### config.mk
export PLATFORM = sky130hd
export DESIGN_NAME = word_cache_flat
export DESIGN_NICKNAME = d
export VERILOG_FILES = /design/src/rtl/word_cache_pkg.sv /design/src/rtl/word_cache_if.sv /design/src/rtl/word_cache_data_array.sv /design/src/rtl/word_cache.sv /design/src/flat_wrapper.sv
export SDC_FILE = /design/constraint.sdc
export NUM_CORES = 1
export LEC_CHECK = 0
export CORE_ASPECT_RATIO = 1.75
export CORE_UTILIZATION = 51
export CTS_CLUSTER_SIZE = 28
export DETAILED_ROUTE_END_ITERATION = 6
export DONT_BUFFER_PORTS = 1
export MAX_ROUTING_LAYER = met4
export PLACE_DENSITY_LB_ADDON = 0.2
export SLEW_MARGIN = 20
export SYNTH_ARGS = -nofsm -noshare
export SYNTH_HDL_FRONTEND = slang
export SYNTH_SLANG_ARGS = --single-unit
### constraint.sdc
create_clock -name clk -period 5.6 [get_ports clk]
set_input_delay 0.56 -clock clk [delete_from_list [all_inputs] [get_ports clk]]
set_output_delay 0.56 -clock clk [all_outputs]
set_load 0.02 [all_outputs]
### src/rtl/word_cache_pkg.sv
// Shared CPU-side constants and cache FSM state type for the micro1 core.
package micro1_pkg;

  localparam int WORD_SIZE            = 16;
  localparam int ADDRESS_LEN          = 17;
  localparam int CACHE_SIZE           = 8;
  localparam int CACHE_LINE_SIZE_BITS = 128;
  localparam int CACHE_LINE_WORDS     = CACHE_LINE_SIZE_BITS / WORD_SIZE;
  localparam int OFFSET_W             = $clog2(CACHE_LINE_WORDS);
  localparam int INDEX_W              = $clog2(CACHE_SIZE);
  localparam int TAG_W                = ADDRESS_LEN - 1 - OFFSET_W - INDEX_W;

  typedef enum logic [2:0] {
    IDLE,
    FILL,
    FILL_GAP,
    WRITE,
    WRITE_GAP,
    DONE
  } cache_state_t;

endpackage

### src/rtl/word_cache_if.sv
// CPU request/done handshake plus the memory_controller request bus.
// master = CPU and memory_controller side, slave = the cache.
interface word_cache_if #(
  parameter int ADDR_LEN = 17,
  parameter int WORD_W   = 16
);
  logic                cpu_req;
  logic [ADDR_LEN-1:0] cpu_addr;
  logic                cpu_we;
  logic [WORD_W-1:0]   cpu_wdata;
  logic [WORD_W-1:0]   cpu_rdata;
  logic                cpu_done;
  logic [ADDR_LEN-1:0] mem_address;
  logic [WORD_W-1:0]   mem_write_value;
  logic                mem_write_enable;
  logic                mem_request;
  logic [WORD_W-1:0]   mem_read_value;
  logic                mem_request_complete;

  modport master (
    output cpu_req, cpu_addr, cpu_we, cpu_wdata, mem_read_value, mem_request_complete,
    input  cpu_rdata, cpu_done, mem_address, mem_write_value, mem_write_enable, mem_request
  );

  modport slave (
    input  cpu_req, cpu_addr, cpu_we, cpu_wdata, mem_read_value, mem_request_complete,
    output cpu_rdata, cpu_done, mem_address, mem_write_value, mem_write_enable, mem_request
  );
endinterface

### src/rtl/word_cache_data_array.sv
// Cache word storage: one synchronous write port, one asynchronous read port.
module cache_data_array #(
  parameter int DEPTH  = 64,
  parameter int WORD_W = 16,
  parameter int AW     = $clog2(DEPTH)
) (
  input  logic              clk,
  input  logic              we,
  input  logic [AW-1:0]     waddr,
  input  logic [WORD_W-1:0] wdata,
  input  logic [AW-1:0]     raddr,
  output logic [WORD_W-1:0] rdata
);

  logic [WORD_W-1:0] mem [DEPTH];

  always_ff @(posedge clk) begin
    if (we) mem[waddr] <= wdata;
  end

  assign rdata = mem[raddr];

endmodule

### src/rtl/word_cache.sv
// Direct-mapped, write-through, no-write-allocate word cache in front of memory_controller.
//   state     | meaning
//   IDLE      | waiting for cpu_req; read hits answer from here
//   FILL      | one line-fill word read in flight
//   FILL_GAP  | waiting for mem_request_complete to drop between fill words
//   WRITE     | write-through transaction in flight
//   WRITE_GAP | waiting for mem_request_complete to drop after the write
//   DONE      | holding cpu_done until cpu_req falls
import micro1_pkg::*;

module word_cache #(
  parameter int ADDR_LEN   = ADDRESS_LEN,
  parameter int WORD_W     = WORD_SIZE,
  parameter int LINES      = CACHE_SIZE,
  parameter int LINE_WORDS = CACHE_LINE_WORDS
) (
  input logic       clk,
  input logic       rst_n,
  input logic       ena,
  word_cache_if.slave bus
);

  localparam int OW = $clog2(LINE_WORDS);
  localparam int IW = $clog2(LINES);
  localparam int TW = ADDR_LEN - 1 - OW - IW;

  cache_state_t        state, state_d;
  logic [ADDR_LEN-1:0] addr_q, addr_d, addr_sel, mem_addr_d;
  logic [OW-1:0]       fill_idx, fill_idx_d, fill_next, word_sel;
  logic [IW-1:0]       index_sel;
  logic [TW-1:0]       tag_sel;
  logic [LINES-1:0]    valid_q;
  logic [TW-1:0]       tag_q [LINES];
  logic                hit, valid_clr, line_install;
  logic                cpu_done_d, mem_request_d, mem_we_d;
  logic [WORD_W-1:0]   cpu_rdata_d, mem_wv_d;
  logic                arr_we;
  logic [IW+OW-1:0]    arr_waddr;
  logic [WORD_W-1:0]   arr_wdata, arr_rdata;
  logic                unused_bit;

  // Decode straight from the CPU bus in IDLE so hits answer in one cycle; latched copy otherwise.
  assign addr_sel   = (state == IDLE) ? bus.cpu_addr : addr_q;
  assign word_sel   = addr_sel[OW:1];
  assign index_sel  = addr_sel[OW+IW:OW+1];
  assign tag_sel    = addr_sel[ADDR_LEN-1:OW+IW+1];
  assign unused_bit = addr_sel[0];
  assign hit        = valid_q[index_sel] && (tag_q[index_sel] == tag_sel);
  assign fill_next  = fill_idx + OW'(1);

  cache_data_array #(
    .DEPTH  (LINES * LINE_WORDS),
    .WORD_W (WORD_W)
  ) u_data (
    .clk   (clk),
    .we    (arr_we && ena && rst_n),
    .waddr (arr_waddr),
    .wdata (arr_wdata),
    .raddr ({index_sel, word_sel}),
    .rdata (arr_rdata)
  );

  always_comb begin
    state_d       = state;
    addr_d        = addr_q;
    fill_idx_d    = fill_idx;
    cpu_done_d    = bus.cpu_done;
    cpu_rdata_d   = bus.cpu_rdata;
    mem_request_d = bus.mem_request;
    mem_we_d      = bus.mem_write_enable;
    mem_addr_d    = bus.mem_address;
    mem_wv_d      = bus.mem_write_value;
    valid_clr     = 1'b0;
    line_install  = 1'b0;
    arr_we        = 1'b0;
    arr_waddr     = {index_sel, word_sel};
    arr_wdata     = bus.cpu_wdata;
    case (state)
      IDLE: begin
        if (bus.cpu_req) begin
          addr_d = bus.cpu_addr;
          if (bus.cpu_we) begin
            arr_we        = hit;
            mem_request_d = !bus.mem_request_complete;
            mem_we_d      = 1'b1;
            mem_addr_d    = {bus.cpu_addr[ADDR_LEN-1:1], 1'b0};
            mem_wv_d      = bus.cpu_wdata;
            state_d       = WRITE;
          end else if (hit) begin
            cpu_rdata_d = arr_rdata;
            cpu_done_d  = 1'b1;
            state_d     = DONE;
          end else begin
            valid_clr     = 1'b1;
            fill_idx_d    = '0;
            mem_request_d = !bus.mem_request_complete;
            mem_we_d      = 1'b0;
            mem_addr_d    = {tag_sel, index_sel, {OW{1'b0}}, 1'b0};
            state_d       = FILL;
          end
        end
      end
      FILL: begin
        mem_addr_d = {tag_sel, index_sel, fill_idx, 1'b0};
        // A complete left over from an abandoned transaction keeps the request low until it clears.
        if (bus.mem_request_complete) begin
          if (bus.mem_request) begin
            arr_we        = 1'b1;
            arr_waddr     = {index_sel, fill_idx};
            arr_wdata     = bus.mem_read_value;
            mem_request_d = 1'b0;
            state_d       = FILL_GAP;
          end
        end else begin
          mem_request_d = 1'b1;
        end
      end
      FILL_GAP: begin
        if (!bus.mem_request_complete) begin
          if (fill_idx == OW'(LINE_WORDS - 1)) begin
            line_install = 1'b1;
            cpu_rdata_d  = arr_rdata;
            cpu_done_d   = bus.cpu_req;
            state_d      = DONE;
          end else begin
            fill_idx_d    = fill_next;
            mem_request_d = 1'b1;
            mem_addr_d    = {tag_sel, index_sel, fill_next, 1'b0};
            state_d       = FILL;
          end
        end
      end
      WRITE: begin
        if (bus.mem_request_complete) begin
          if (bus.mem_request) begin
            mem_request_d = 1'b0;
            mem_we_d      = 1'b0;
            state_d       = WRITE_GAP;
          end
        end else begin
          mem_request_d = 1'b1;
        end
      end
      WRITE_GAP: begin
        if (!bus.mem_request_complete) begin
          cpu_done_d = bus.cpu_req;
          state_d    = DONE;
        end
      end
      DONE: begin
        if (!bus.cpu_req) begin
          cpu_done_d = 1'b0;
          state_d    = IDLE;
        end
      end
      default: state_d = IDLE;
    endcase
  end

  always_ff @(posedge clk) begin
    if (ena) begin
      if (!rst_n) begin
        state                <= IDLE;
        addr_q               <= '0;
        fill_idx             <= '0;
        valid_q              <= '0;
        bus.cpu_done         <= 1'b0;
        bus.cpu_rdata        <= '0;
        bus.mem_request      <= 1'b0;
        bus.mem_write_enable <= 1'b0;
        bus.mem_address      <= '0;
        bus.mem_write_value  <= '0;
      end else begin
        state                <= state_d;
        addr_q               <= addr_d;
        fill_idx             <= fill_idx_d;
        bus.cpu_done         <= cpu_done_d;
        bus.cpu_rdata        <= cpu_rdata_d;
        bus.mem_request      <= mem_request_d;
        bus.mem_write_enable <= mem_we_d;
        bus.mem_address      <= mem_addr_d;
        bus.mem_write_value  <= mem_wv_d;
        if (valid_clr)    valid_q[index_sel] <= 1'b0;
        if (line_install) valid_q[index_sel] <= 1'b1;
      end
    end
  end

  always_ff @(posedge clk) begin
    if (ena && rst_n && line_install) tag_q[index_sel] <= tag_sel;
  end

endmodule

### src/flat_wrapper.sv
// flat-port wrapper written by rule: the top's interface ports become plain ports
module word_cache_flat 
#(
  parameter int ADDR_LEN   = ADDRESS_LEN,
  parameter int WORD_W     = WORD_SIZE,
  parameter int LINES      = CACHE_SIZE,
  parameter int LINE_WORDS = CACHE_LINE_WORDS
)
  (clk, rst_n, ena, bus_cpu_req, bus_cpu_addr, bus_cpu_we, bus_cpu_wdata, bus_mem_read_value, bus_mem_request_complete, bus_cpu_rdata, bus_cpu_done, bus_mem_address, bus_mem_write_value, bus_mem_write_enable, bus_mem_request);
  word_cache_if #(.ADDR_LEN(ADDR_LEN), .WORD_W(WORD_W)) bus_i ();
  input logic clk;
  input logic rst_n;
  input logic ena;
  input wire logic [$bits(bus_i.cpu_req)-1:0] bus_cpu_req;
  input wire logic [$bits(bus_i.cpu_addr)-1:0] bus_cpu_addr;
  input wire logic [$bits(bus_i.cpu_we)-1:0] bus_cpu_we;
  input wire logic [$bits(bus_i.cpu_wdata)-1:0] bus_cpu_wdata;
  input wire logic [$bits(bus_i.mem_read_value)-1:0] bus_mem_read_value;
  input wire logic [$bits(bus_i.mem_request_complete)-1:0] bus_mem_request_complete;
  output wire logic [$bits(bus_i.cpu_rdata)-1:0] bus_cpu_rdata;
  output wire logic [$bits(bus_i.cpu_done)-1:0] bus_cpu_done;
  output wire logic [$bits(bus_i.mem_address)-1:0] bus_mem_address;
  output wire logic [$bits(bus_i.mem_write_value)-1:0] bus_mem_write_value;
  output wire logic [$bits(bus_i.mem_write_enable)-1:0] bus_mem_write_enable;
  output wire logic [$bits(bus_i.mem_request)-1:0] bus_mem_request;
  assign bus_i.cpu_req = bus_cpu_req;
  assign bus_i.cpu_addr = bus_cpu_addr;
  assign bus_i.cpu_we = bus_cpu_we;
  assign bus_i.cpu_wdata = bus_cpu_wdata;
  assign bus_i.mem_read_value = bus_mem_read_value;
  assign bus_i.mem_request_complete = bus_mem_request_complete;
  assign bus_cpu_rdata = bus_i.cpu_rdata;
  assign bus_cpu_done = bus_i.cpu_done;
  assign bus_mem_address = bus_i.mem_address;
  assign bus_mem_write_value = bus_i.mem_write_value;
  assign bus_mem_write_enable = bus_i.mem_write_enable;
  assign bus_mem_request = bus_i.mem_request;
  word_cache #(.ADDR_LEN(ADDR_LEN), .WORD_W(WORD_W), .LINES(LINES), .LINE_WORDS(LINE_WORDS)) u_core (.clk(clk), .rst_n(rst_n), .ena(ena), .bus(bus_i));
endmodule
Word level (Yosys, flattened, before mapping)
Memory sizes are Yosys's and may differ from the RTL's.
Cells that the tools add are included.
{"block": "totals", "in_bits": 55, "latch_bits": 0, "n_memories": 2, "regBits": 83, "mem_bits_rw": 1104, "romBits": 0}
{"name": "u_core.u_data.mem", "depth": 64, "width": 16, "rd": 1, "rd_clocked_by_memory_dff": 0, "wr": 1, "line": "word_cache_data_array.sv:15", "rtl": "logic [WORD_W-1:0] mem [DEPTH];"}
{"name": "u_core.tag_q", "depth": 8, "width": 10, "rd": 1, "rd_clocked_by_memory_dff": 0, "wr": 1, "line": "word_cache.sv:33", "rtl": "logic [TW-1:0] tag_q [LINES];"}
{"block": "classes", "mux": 87, "multipliers": 0, "n_addsub": 1, "reduce_logical": 18, "div_mod_pow": 0, "order_cmp": 2, "n_eq_ne": 29, "bitwise_logic": 3, "shifts": 0}
{"op": "$mux W16", "count": 11}
{"op": "$mux W17", "count": 8}
{"op": "$mux W3", "count": 19}
{"op": "$pmux W17 S3", "count": 1}
{"op": "$mux W1", "count": 35}
{"op": "$mux W8", "count": 4}
{"op": "$pmux W16 S2", "count": 1}
{"op": "$ne A3 B3 Y1 const B", "count": 9}
{"op": "$pmux W3 S6", "count": 1}
{"op": "$reduce_and A6 Y1", "count": 3}
{"op": "$reduce_and A9 Y1", "count": 2}
{"op": "$reduce_and A7 Y1", "count": 2}
{"op": "$ne A3 B2 Y1 const B", "count": 4}
{"op": "$eq A10 B10 Y1", "count": 1}
{"op": "$eq A3 B3 Y1 const B", "count": 3}
{"op": "$and A8 B8 Y8", "count": 1}
{"op": "$not A8 Y8", "count": 1}
{"op": "$or A8 B8 Y8", "count": 1}
{"op": "$eq A3 B2 Y1 const B", "count": 2}
{"op": "$logic_and A1 B1 Y1", "count": 6}
{"op": "$ne A2 B1 Y1 const B", "count": 3}
{"op": "$ne A3 B1 Y1 const B", "count": 2}
{"op": "$pmux W3 S2", "count": 1}
{"op": "$ne A5 B1 Y1 const B", "count": 1}
{"op": "17 further kinds", "count": 18}

Depth between registers and ports, before layout
{"block": "depth", "ltp_word": 14, "ltp_mapped": 15, "ltp_nobuf": 8}

Cells and area by module
A second synthesis with hierarchy kept.
{"block": "hier_totals", "hier_cells": 2477, "hier_area_um2": 47695.7}
{"module": "cache_data_array", "cells_per_inst": 1812, "seq_area_each_um2": 30749.5, "area_per_inst_um2": 39726.9, "n_inst": 1}
{"module": "word_cache", "cells_per_inst": 665, "seq_area_each_um2": 4834.6, "area_per_inst_um2": 7968.9, "n_inst": 1}

Worst setup path after synthesis
No wires, ideal clock.
{"block": "synth_path", "path_kind": "input to register", "startpoint": "input bus_cpu_addr[4]", "endpoint": "register u_core.bus.mem_address[10] (enable)", "required_ns": 5.164, "path_slack_ns": 1.038, "t_arrival_ns": 4.127, "cell_stages": 9, "n_path_buf": 1, "cell_sequence": "buf_4 or4b_1 nand2_2 mux2i_1 a211o_1 xnor2_1 or3_1 and4bb_1 o41ai_1"}
{"block": "synth_via", "elab_chain_len": 6, "word_cells_on_any_way": 8, "cone_classes": "eq/ne: 2; mux: 3; reduce/logical: 2; memory: 1"}
{"item": "from (decl)", "line": "flat_wrapper.sv:15", "rtl": "input wire logic [$bits(bus_i.cpu_addr)-1:0] bus_cpu_addr;"}
{"item": "$mux W17 (*)", "line": "word_cache.sv:43", "rtl": "assign addr_sel = (state == IDLE) ? bus.cpu_addr : addr_q;"}
{"item": "$mem_v2 Z8 W10 / $bmux W1 S3 (equally long branches)"}
{"item": "$eq A10 B10 Y1 / $mux W1 (equally long branches)", "line": "word_cache.sv:48", "rtl": "assign hit = valid_q[index_sel] && (tag_q[index_sel] == tag_sel);"}
{"item": "$logic_and A1 B1 Y1 (*)", "line": "word_cache.sv:48"}
{"item": "$ne A4 B4 Y1 (no line) (*)"}
{"item": "$reduce_and A6 Y1 (no line) (*)"}
{"item": "to (signal assigned)", "line": "word_cache.sv:181", "rtl": "bus.mem_address <= mem_addr_d;"}
{"item": "to (decl)", "line": "word_cache_if.sv:27", "rtl": "output cpu_rdata, cpu_done, mem_address, mem_write_value, mem_write_enable, mem_request"}
Every way passes the cells marked *; elsewhere a longest branch is shown, timed or not. The select of a mux whose other input is x is not followed.
A chain may end at the register's enable or synchronous reset.

Final worst setup path
{"block": "layout_path", "startpoint": "register u_core.state[1]", "endpoint": "memory u_core.u_data.mem[41][13] (enable)"}
{"block": "layout_via", "elab_chain_len": 12, "word_cells_on_any_way": 18, "cone_classes": "eq/ne: 2; mux: 11; reduce/logical: 4; memory: 1"}
{"item": "from (decl)", "line": "word_cache.sv:27", "rtl": "cache_state_t state, state_d;"}
{"item": "from (signal assigned)", "line": "word_cache.sv:174", "rtl": "state <= state_d;"}
{"item": "$logic_not A3 Y1", "line": "word_cache.sv:43, word_cache.sv:78"}
{"item": "$mux W17", "line": "word_cache.sv:43"}
{"item": "$mem_v2 Z8 W10 / $bmux W1 S3 (equally long branches)"}
{"item": "$eq A10 B10 Y1 / $mux W1 (equally long branches)", "line": "word_cache.sv:48"}
{"item": "$logic_and A1 B1 Y1", "line": "word_cache.sv:48"}
{"item": "$mux W1", "line": "word_cache.sv:82", "rtl": "if (bus.cpu_we) begin"}
{"item": "$mux W1", "line": "word_cache.sv:80", "rtl": "if (bus.cpu_req) begin"}
{"item": "$pmux W1 S2", "line": "word_cache.sv:78", "rtl": "case (state)"}
{"item": "$logic_and A1 B1 Y1 (2 in series)", "line": "word_cache.sv:56", "rtl": ".we (arr_we && ena && rst_n),"}
{"item": "$mux W1", "line": "word_cache_data_array.sv:18", "rtl": "if (we) mem[waddr] <= wdata;"}
{"item": "$mux W1 (implied by the code)", "line": "word_cache_data_array.sv:18"}
{"item": "to (decl)", "line": "word_cache_data_array.sv:15"}
Parallel ways exist; a longest one is shown, timed or not. The select of a mux whose other input is x is not followed.

==> results.tsv <==
metric	value	unit
ctsResizeCount	0	
wire_per_inst	27.8	um
io_pins	107	
maxCapViolations	0	
cp.arrival	5020	ps
place.gp.congestion	0.941	
synth-edff-count	1185	
clk_latency	720	ps
clockRootBuffer	clkbuf_16	
viasPerCell	6.18	
status	finished clean	
yosys_warnings	0	
rsz0062_at_grt	no	
fmax	212	MHz
setup_viol	0	
synth_cells	3778	
grt-busiest-layer	met2	
port_buffers	0	
ir_drop	0.000277	V
r2r-end	u_core.u_data.mem[41][13]$_DFFE_PP_	
hold_viol	0	
slowest_stage	a21oi_2	
synthTopCellsByArea	edfxtp_1, nand2_1, a311oi_1	
layout-area-overhead-vs-synth	11.7	%
crit_path_max_incr_delay	920	ps
clkTransAtPathRegs	70	ps
cts.path.max_buffers	3	
avgSynthCellArea	13.2	um^2
use_met2	50.7	%
drive_gt1_share	12.9	%
cts_tree	done	
period_share	84.1	%
hold_buffers	4	
hp-class	in -> reg	
crit_path_end_kind	flip-flop	
cp_top_family	compound AO/OA/AOI/OAI gates	
hp-start	bus_cpu_addr[14]	
grt_pass1_vias	31100	
core_area	96700	um^2
die_h	415	um
drt-initial-drc-count	3051	
grt_start_max_net_pins	75	
yosysTopAreaCellShare	71.6	%
static-leakage-power	0.0186	uW
crit_top_cell	buf_12	
nNetsFinal	3872	
required	5900	ps
drt_wl_total	145	mm
synthArstFlopShare	0	%
min_to	u_core.addr_q[14]$_SDFFCE_PN0P_	
fin_crit	4710	ps
path_cells	or3_2 -> buf_12 -> buf_4 -> mux2i_4 -> a31oi_1 -> nor4_1 -> xnor2_1 -> a211oi_2 -> nand4_4 -> buf_12 -> a21oi_2	
syn_nets	3835	
hpwl	92.3	mm
postCtsSetupRepairBufs	0	
antenna_found_initial	1	
path_buf_inv	3	
fp.dieW	238	um
fin_tns_setup	0	ps
n_fill_cell	7690	
vias	32100	
htreeDepth	3	
antenna_left	0	
cp-start-kind	flip-flop	
min_path_cells	1	
clock_sinks	1185	
grt_pass1_wl	209	mm
dr.pass1.iters	5	
ys_seq_elements	1185	
grtUsageMet3	3.68	%
synth_top_area_cell	edfxtp_1	
grtUsageMet1	33.7	%
post-route-drc-count	0	
finClkSkew	38.5	ps
p_total	19200	uW
r2r_slack	890	ps
crit_type	reg -> reg	
slew_headroom	18.1	%
floorplan.rows	151	
seq_area_frac_synth	71.6	%
netlist_area	49700	um^2
cp_max_fo	43	
ys_types	74	
p_per_area	345	nW/um^2
ff2ff_path_depth	11	
synth_top_flop_cell	edfxtp_1	
grt_use_total	30.3	%
start_util	51.4	%
grt-ovfl-total	0	
tightest_slew	1210	ps
slew_viol_final	0	
die_area	98800	um^2
rr_startpoint	u_core.state[1]$_SDFFCE_PN0P_	
cts_buffers	101	
-- layout make-up --
| type | instances | area [um^2] | share of cell area [%] |
|---|---|---|---|
| clock buffer | 119 | 2640 | 4.75 |
| multi-input combinational | 2289 | 13000 | 23.5 |
| timing repair buffer | 223 | 1980 | 3.57 |
| tap | 1300 | 1630 | 2.93 |
| antenna | 1 | 2.50 | 0.00451 |
| inverter | 15 | 56.3 | 0.101 |
| sequential | 1185 | 35600 | 64.1 |
| clock inverter | 62 | 588 | 1.06 |
-- metrics by stage --
stage,util (%),instance area (um^2),worst slack (ps),std cells,hold WS (ps)
finish,57.4,55500,888,5194,44.6
global route,57.4,55500,736,5193,25.4
CTS,57.3,55500,890,5193,1.70
detailed placement,54.0,52200,917,5008,640
global placement,53.9,52200,955,5008,637
floorplan,-,49700,1040,3778,606
-- routing by layer --
metal | up-vias | share of wire, %
met4 | 0 | 7.9
li1 | 14300 | -
met3 | 361 | 5.9
met2 | 1239 | 51
met5 | - | 0
met1 | 16200 | 35
-- cell usage after synthesis, types with 10 or more instances --
| cell | number |
|---|---|
| nand2_1 | 1051 |
| nor2b_1 | 11 |
| a41oi_1 | 16 |
| inv_1 | 14 |
| mux2_2 | 25 |
| a311oi_1 | 188 |
| nor2_1 | 55 |
| clkbuf_1 | 161 |
| a21oi_2 | 60 |
| nand3_1 | 258 |
| xnor2_1 | 10 |
| mux2i_1 | 34 |
| a211o_1 | 15 |
| a211oi_1 | 55 |
| buf_1 | 54 |
| a21oi_1 | 17 |
| mux4_2 | 10 |
| and2_1 | 37 |
| o311ai_0 | 38 |
| a31oi_1 | 78 |
| nor3_1 | 16 |
| buf_2 | 61 |
| and3_1 | 171 |
| o22ai_1 | 10 |
| edfxtp_1 | 1185 |
-- how the worst max path moves through the flow --
stage                                   from                                        to  slack (ps)  depth (start not counted)
2_1_floorplan                bus_cpu_addr[4]  u_core.bus.mem_address[10]$_SDFFCE_PN0P_        1040                          9
3_3_place_gp   u_core.state[1]$_SDFFCE_PN0P_        u_core.u_data.mem[13][9]$_DFFE_PP_         960                         10
3_5_place_dp   u_core.state[1]$_SDFFCE_PN0P_        u_core.u_data.mem[10][5]$_DFFE_PP_         920                         11
4_1_cts        u_core.state[1]$_SDFFCE_PN0P_        u_core.u_data.mem[10][5]$_DFFE_PP_         890                         11
5_1_grt        u_core.state[1]$_SDFFCE_PN0P_        u_core.u_data.mem[4][12]$_DFFE_PP_         740                         11
6_report       u_core.state[1]$_SDFFCE_PN0P_       u_core.u_data.mem[41][13]$_DFFE_PP_         890                         11
-- where the power goes --
part	total, uW	switching (uW)	internal, uW	leakage, uW
clock network	6970	3180	3790	0.00157
logic	2260	1610	651	0.00634
registers	9930	74.1	9860	0.0107
total	19200	4860	14300	0.0186
-- registers in the layout (all words and copies together), names as in the netlist --
register,count
u_core.bus.mem_request,1
u_core.bus.mem_address,16
u_core.tag_q,80
u_core.bus.cpu_done,1
u_core.u_data.mem,1024
u_core.bus.cpu_rdata,16
u_core.bus.mem_write_value,16
u_core.valid_q,8
u_core.state,3
u_core.addr_q,16
u_core.fill_idx,3
u_core.bus.mem_write_enable,1
-- kinds of logic after synthesis --
group | count (synthesis) | synth area share [%]
compound gates | 547 | 8.87
xor+xnor | 10 | 0.176
fa+ha+maj | 2 | 0.0503
buf+inv | 304 | 2.62
flops | 1185 | 71.6
mux | 73 | 1.89
other cells | 1 | 0.00755
simple gates | 1656 | 14.8
-- cell usage in the layout, fill, tap and decap left out, drive strengths merged, types with 25 or more instances in the layout --
| cell | synthesis | routed |
|---|---|---|
| edfxtp | 1185 | 1185 |
| nand2 | 1052 | 1052 |
| nand3 | 258 | 258 |
| buf | 128 | 219 |
| a311oi | 188 | 188 |
| and3 | 171 | 171 |
| clkbuf | 161 | 119 |
| a31oi | 78 | 78 |
| a21oi | 77 | 77 |
| a211oi | 57 | 57 |
| nor2 | 55 | 55 |
| clkinv | 1 | 44 |
| o311ai | 38 | 38 |
| mux2i | 38 | 38 |
| and2 | 37 | 37 |
| mux2 | 25 | 25 |
Power figures use the tool's default switching activity.
